**config.mk**
```make
export PLATFORM = sky130hd
export DESIGN_NAME = pipe_hazard_ctrl
export DESIGN_NICKNAME = d
export VERILOG_FILES = /design/src/rtl/pipe_hazard_ctrl_pkg.sv /design/src/rtl/pipe_hazard_ctrl_fwd_unit.sv /design/src/rtl/pipe_hazard_ctrl.sv
export SDC_FILE = /design/constraint.sdc
export NUM_CORES = 1
export LEC_CHECK = 0
export BUFFER_PORTS_ARGS = -buffer_cell sky130_fd_sc_hd__buf_2
export CORE_ASPECT_RATIO = 1.1
export CORE_MARGIN = 2
export CORE_UTILIZATION = 51
export DETAILED_ROUTE_END_ITERATION = 7
export GPL_TIMING_DRIVEN = 0
export PLACE_DENSITY = 0.8
export SYNTH_ARGS = -nofsm -noshare
export SYNTH_HDL_FRONTEND = slang
export SYNTH_SLANG_ARGS = --single-unit
```
**constraint.sdc**
```tcl
create_clock -name clk -period 2.53 [get_ports clk]
set_clock_uncertainty 0.2 [all_clocks]
set_input_delay 0 -clock clk [delete_from_list [all_inputs] [get_ports clk]]
set_output_delay 0 -clock clk [all_outputs]
set_load 0.05 [all_outputs]
```
**src/rtl/pipe_hazard_ctrl_pkg.sv**
```systemverilog
// Shared constants for the pipeline hazard controller: forwarding selects
// and the sequencing FSM encoding.
package pipe_hazard_ctrl_pkg;

    localparam logic [1:0] FWD_RF = 2'b00;
    localparam logic [1:0] FWD_W  = 2'b01;
    localparam logic [1:0] FWD_M  = 2'b10;

    localparam int CNT_W = 6;

    typedef enum logic [1:0] {
        START    = 2'd0,
        RUN      = 2'd1,
        MDU_WAIT = 2'd2
    } state_t;

endpackage

```
**src/rtl/pipe_hazard_ctrl_fwd_unit.sv**
```systemverilog
// Operand forwarding select for one E-stage source register; the M-stage
// producer wins over the W-stage producer because it is the younger write.
module fwd_unit
    import pipe_hazard_ctrl_pkg::*;
(
    input  logic [4:0] rs_e_i,
    input  logic [4:0] rd_m_i,
    input  logic [4:0] rd_w_i,
    input  logic       reg_write_m_i,
    input  logic       reg_write_w_i,
    output logic [1:0] fwd_sel_o
);

    always_comb begin
        fwd_sel_o = FWD_RF;
        if (reg_write_m_i && (rd_m_i != 5'd0) && (rd_m_i == rs_e_i)) begin
            fwd_sel_o = FWD_M;
        end else if (reg_write_w_i && (rd_w_i != 5'd0) && (rd_w_i == rs_e_i)) begin
            fwd_sel_o = FWD_W;
        end
    end

endmodule

```
**src/rtl/pipe_hazard_ctrl.sv**
```systemverilog
// Five-stage pipeline hazard controller: forwarding, load-use stalls, branch
// flushes and a stall window around multi-cycle MDU operations with timeout.
module pipe_hazard_ctrl
    import pipe_hazard_ctrl_pkg::*;
#(
    parameter int MDU_TIMEOUT = 63
) (
    input  logic        clk,
    input  logic        reset,
    input  logic [4:0]  rs1_d,
    input  logic [4:0]  rs2_d,
    input  logic [4:0]  rs1_e,
    input  logic [4:0]  rs2_e,
    input  logic [4:0]  rd_e,
    input  logic [4:0]  rd_m,
    input  logic [4:0]  rd_w,
    input  logic        reg_write_m,
    input  logic        reg_write_w,
    input  logic        load_e,
    input  logic        pc_src_e,
    input  logic        mdu_op_e,
    input  logic        mdu_done,
    output logic        stall_f,
    output logic        stall_d,
    output logic        stall_e,
    output logic        flush_d,
    output logic        flush_e,
    output logic        flush_m,
    output logic [1:0]  forward_a_e,
    output logic [1:0]  forward_b_e,
    output logic        mdu_start,
    output logic        mdu_timeout,
    output logic [31:0] stall_count
);

    localparam logic [CNT_W-1:0] TIMEOUT_CNT = CNT_W'(MDU_TIMEOUT);

    state_t           state_q, state_d;
    logic [CNT_W-1:0] cnt_q, cnt_d;
    logic [31:0]      stall_count_q, stall_count_d;
    logic             lw_stall;
    logic             tmo_hit;

    fwd_unit u_fwd_a (
        .rs_e_i        (rs1_e),
        .rd_m_i        (rd_m),
        .rd_w_i        (rd_w),
        .reg_write_m_i (reg_write_m),
        .reg_write_w_i (reg_write_w),
        .fwd_sel_o     (forward_a_e)
    );

    fwd_unit u_fwd_b (
        .rs_e_i        (rs2_e),
        .rd_m_i        (rd_m),
        .rd_w_i        (rd_w),
        .reg_write_m_i (reg_write_m),
        .reg_write_w_i (reg_write_w),
        .fwd_sel_o     (forward_b_e)
    );

    assign lw_stall = load_e && (rd_e != 5'd0) && ((rd_e == rs1_d) || (rd_e == rs2_d));
    // cnt_q holds the 1-based index of the current MDU_WAIT cycle.
    assign tmo_hit  = (state_q == MDU_WAIT) && !mdu_done && (cnt_q == TIMEOUT_CNT);

    always_ff @(posedge clk or negedge reset) begin
        if (!reset) begin
            state_q       <= START;
            cnt_q         <= '0;
            stall_count_q <= '0;
        end else begin
            state_q       <= state_d;
            cnt_q         <= cnt_d;
            stall_count_q <= stall_count_d;
        end
    end

    always_comb begin
        state_d = state_q;
        cnt_d   = cnt_q;
        case (state_q)
            START: begin
                state_d = RUN;
                cnt_d   = '0;
            end
            RUN: begin
                if (mdu_op_e && !pc_src_e) begin
                    state_d = MDU_WAIT;
                    cnt_d   = CNT_W'(1);
                end
            end
            MDU_WAIT: begin
                if (mdu_done || tmo_hit) begin
                    state_d = RUN;
                    cnt_d   = '0;
                end else begin
                    cnt_d = cnt_q + CNT_W'(1);
                end
            end
            default: begin
                state_d = START;
                cnt_d   = '0;
            end
        endcase
    end

    always_comb begin
        stall_f     = 1'b0;
        stall_d     = 1'b0;
        stall_e     = 1'b0;
        flush_d     = 1'b0;
        flush_e     = 1'b0;
        flush_m     = 1'b0;
        mdu_start   = 1'b0;
        mdu_timeout = 1'b0;
        case (state_q)
            START: begin
                flush_d = 1'b1;
                flush_e = 1'b1;
            end
            RUN: begin
                stall_f   = lw_stall;
                stall_d   = lw_stall;
                flush_d   = pc_src_e;
                flush_e   = lw_stall || pc_src_e;
                mdu_start = mdu_op_e && !pc_src_e;
            end
            MDU_WAIT: begin
                // The release cycle (done or timeout) already lets the pipe advance.
                if (!mdu_done && !tmo_hit) begin
                    stall_f = 1'b1;
                    stall_d = 1'b1;
                    stall_e = 1'b1;
                    flush_m = 1'b1;
                end
                mdu_timeout = tmo_hit;
            end
            default: begin
                flush_d = 1'b1;
                flush_e = 1'b1;
            end
        endcase
    end

    always_comb begin
        stall_count_d = stall_count_q;
        if (stall_f && (stall_count_q != 32'hFFFF_FFFF)) begin
            stall_count_d = stall_count_q + 32'd1;
        end
    end

    assign stall_count = stall_count_q;

endmodule

```
==> impl_metrics.sql <==
INSERT INTO impl_metrics (metric_group, metric, value, unit) VALUES
('floorplanning', 'core_ar', '5070', 'µm²'),
('sta', 'layout_min_cycle_time', '2.44', 'ns'),
('drt', 'post_detailed_route_count_of_antenna_violating_nets', '0', ''),
('sta', 'timing_hold_violations_final', '1', ''),
('final_layout', 'multi_input_area', '1640', 'µm²'),
('cts', 'ctsLongestPathBuffers', '2', ''),
('cts', 'cts_tree', 'built', ''),
('grt', 'grt_antenna_before_repair', '0', ''),
('setup_path', 'crit_end_element', 'output pin', ''),
('cts', 'clk_pin_slew_worst_paths', '0.08', 'ns'),
('yosys', 'synth_top_cells_by_count', '40 x sky130_fd_sc_hd__dfrtp_1, 40 x sky130_fd_sc_hd__xor2_1, 26 x sky130_fd_sc_hd__nand2_1', ''),
('drt', 'detail_route.iter0.violations', '145', ''),
('yosys', 'synth_seq_cells', '40', ''),
('drt', 'drt-vias-per-instance', '5.62', ''),
('cts', 'clkSinkCount', '40', ''),
('final_layout', 'nets', '416', ''),
('job', 'drv.max_cap_violation_count', '0', ''),
('yosys', 'synth_async_sr_flop_share', '1.00', ''),
('floorplanning', 'floorplan.die.width', '73.7', 'µm'),
('floorplanning', 'row_count', '27', ''),
('grt', 'first_global_vias', '2430', ''),
('setup_path', 'worst-path-max-fanout', '10', ''),
('yosys', 'syn-mean-instance-area', '10.1', 'µm²'),
('yosys', 'post_synth_top_area_share', '0.367', ''),
('grt', 'grt_remaining_overflow', '0', ''),
('final_layout', 'insertedDiodeCount', '0', ''),
('placement', 'port_buffers', '86', ''),
('final_layout', 'flip_flop_and_latch_area', '1000', 'µm²'),
('yosys', 'seq_area_frac_synth', '0.367', ''),
('power_and_ir_drop', 'vdd_drop_max', '0.748', 'mV'),
('power_and_ir_drop', 'p_leak', '1.74', 'nW'),
('setup_path', 'timing.setup.critical_path_class', 'register to output pin', ''),
('final_layout', 'post_layout_nonfiller_instances', '426', ''),
('floorplanning', 'chipHeight', '80.7', 'µm'),
('yosys', 'synth_top_flop_cell', 'sky130_fd_sc_hd__dfrtp_1', ''),
('sta', 'fin_hold_ws', '-0.0161', 'ns'),
('placement', 'detailed_place_hpwl', '4.67', 'mm'),
('sta', 'maxSlewHeadroom', '0.407', ''),
('final_layout', 'finalInstanceArea', '3400', 'µm²'),
('yosys', 'synth.cell_area', '2730', 'µm²'),
('power_and_ir_drop', 'power_density', '548', 'nW/µm²'),
('cts', 'clock_root_buffer_master', 'sky130_fd_sc_hd__clkbuf_8', ''),
('drt', 'routed_wl', '6.23', 'mm'),
('power_and_ir_drop', 'switching_part_of_the_total', '0.397', ''),
('placement', 'dp.cells', '414', ''),
('power_and_ir_drop', 'power.share.combinational', '0.368', ''),
('grt', 'gr-usage-all-layers', '0.221', ''),
('drt', 'vias', '2392', ''),
('floorplanning', 'io_pins', '87', ''),
('setup_path', 'setup.worst_path.start_class', 'register', ''),
('yosys', 'post_synth_edffs', '0', ''),
('placement', 'place_congestion', '0.795', ''),
('power_and_ir_drop', 'netSwitchingPower', '0.738', 'mW'),
('sta', 'max_freq', '409', 'MHz'),
('drt', 'drc', '0', ''),
('floorplanning', 'fp.dieArea', '5950', 'µm²'),
('power_and_ir_drop', 'power.sequential.fraction', '0.390', ''),
('cts', 'cts_max_level', '2', ''),
('placement', 'placed_inst_area', '3260', 'µm²'),
('setup_path', 'timing.critical_path.required', '2.33', 'ns'),
('sta', 'min_period_over_period', '0.966', ''),
('cts', 'insertion_delay', '0.30', 'ns'),
('final_layout', 'layout-drive-gt1-share', '0.361', ''),
('drt', 'detailedRoute.firstPassIterationCount', '4', ''),
('run_status', 'outcome', 'finished, violations left', ''),
('power_and_ir_drop', 'cellInternalPower', '1.12', 'mW'),
('grt', 'grt_pass1_wl', '10.4', 'mm'),
('setup_path', 'critPathArrivalTime', '2.24', 'ns'),
('cts', 'numCtsBuffers', '5', ''),
('run_status', 'violations', 'hold timing', ''),
('yosys', 'synth.distinct_cells', '48', '');
metrics by stage:
stage | TNS, ns | power, mW | util | setup WS (ns)
after floorplan | 0 | 1.23 | - | 0.0655
after global placement | 0 | 1.40 | 0.643 | 0.143
after detailed placement | 0 | 1.41 | 0.643 | 0.0844
after CTS | 0 | 1.86 | 0.669 | 0.0479
after global routing | -0.0125 | 1.95 | 0.670 | -0.0125
final | 0 | 1.86 | 0.670 | 0.0861
sequential cells by signal (all words and copies together), names as in the netlist:
signal / count
cnt_q: 6
stall_count: 32
state_q: 2
per-layer routing:
layer / part of all wire / global-route usage / vias up
li1: - / - / 1141
met1: 0.39 / 0.248 / 1162
met2: 0.55 / 0.402 / 81
met3: 0.054 / 0.0502 / 8
met4: 0.010 / 0.0782 / 0
met5: 0 / 0 / -
layout make-up:
cell class,instances,area share
multi-input combinational,212,0.484
sequential,40,0.295
timing repair buffer,90,0.138
clock buffer,6,0.0243
buffer,7,0.0214
tap,58,0.0214
inverter,11,0.0133
clock inverter,2,0.00295
cell usage in the layout (no fill, tap or decap), drive strengths merged, types with 11 or more instances in the layout:
cell / n
nand2: 26
xnor2: 20
nor3: 11
nand3: 21
nor4: 14
buf: 93
xor2: 40
o21ai: 12
dfrtp: 40
logic make-up (layout without fill, tap and decap cells):
| family | Yosys count | after routing | share of synthesized area |
|---|---|---|---|
| DFF | 40 | 40 | 0.367 |
| xor gates and xnor gates | 60 | 60 | 0.193 |
| and+or+nand+nor | 119 | 119 | 0.288 |
| muxes | 2 | 2 | 0.00780 |
| buffers and inverters | 18 | 116 | 0.0418 |
| adders and majority gates | 6 | 6 | 0.0275 |
| AOI/OAI and AO/OA | 25 | 25 | 0.0748 |
path summary, 6_finish.rpt:
path	end	from	slack, ns	cells past startpoint
setup reg to reg	stall_count[27]$_DFFE_PN0P_	stall_count[13]$_DFFE_PN0P_	0.20	7
min in group asynchronous	stall_count[11]$_DFFE_PN0P_	reset	0.16	2
max in group asynchronous	stall_count[5]$_DFFE_PN0P_	reset	1.41	2
hold reg to reg	stall_count[31]$_DFFE_PN0P_	stall_count[31]$_DFFE_PN0P_	0.30	1
setup / recovery	stall_f	state_q[0]$_DFFE_PN0P_	0.09	10
hold / removal	cnt_q[2]$_DFFE_PN0N_	mdu_done	-0.02	5
power groups by stage:
stage	Sequential, mW	Combinational, mW	Clock (mW)
2_1_floorplan	0.803	0.423	0
3_3_place_gp	0.735	0.660	0
3_5_place_dp	0.738	0.674	0
5_1_grt	0.733	0.740	0.478
6_report	0.725	0.685	0.449
4_1_cts	0.726	0.685	0.452
repair_timing:
item	in CTS	in global routing
setup endpoints to repair	1	1
hold buffers	3	0
endpoints found under the hold margin	42	0
resized for setup	0	1
pin swaps	0	0
buffers inserted	1	0
critical path, cell delays in order (launching register included):
cell and delay (ns):
sky130_fd_sc_hd__dfrtp_1 0.40, sky130_fd_sc_hd__inv_1 0.08, sky130_fd_sc_hd__ha_1 0.27, sky130_fd_sc_hd__nand2b_4 0.12
sky130_fd_sc_hd__a41oi_4 0.04, sky130_fd_sc_hd__and2_4 0.20, sky130_fd_sc_hd__a31oi_4 0.23, sky130_fd_sc_hd__buf_6 0.20
sky130_fd_sc_hd__clkinvlp_4 0.09, sky130_fd_sc_hd__buf_4 0.12, sky130_fd_sc_hd__buf_2 0.20
Note: power is estimated with default switching activity, not from simulation.
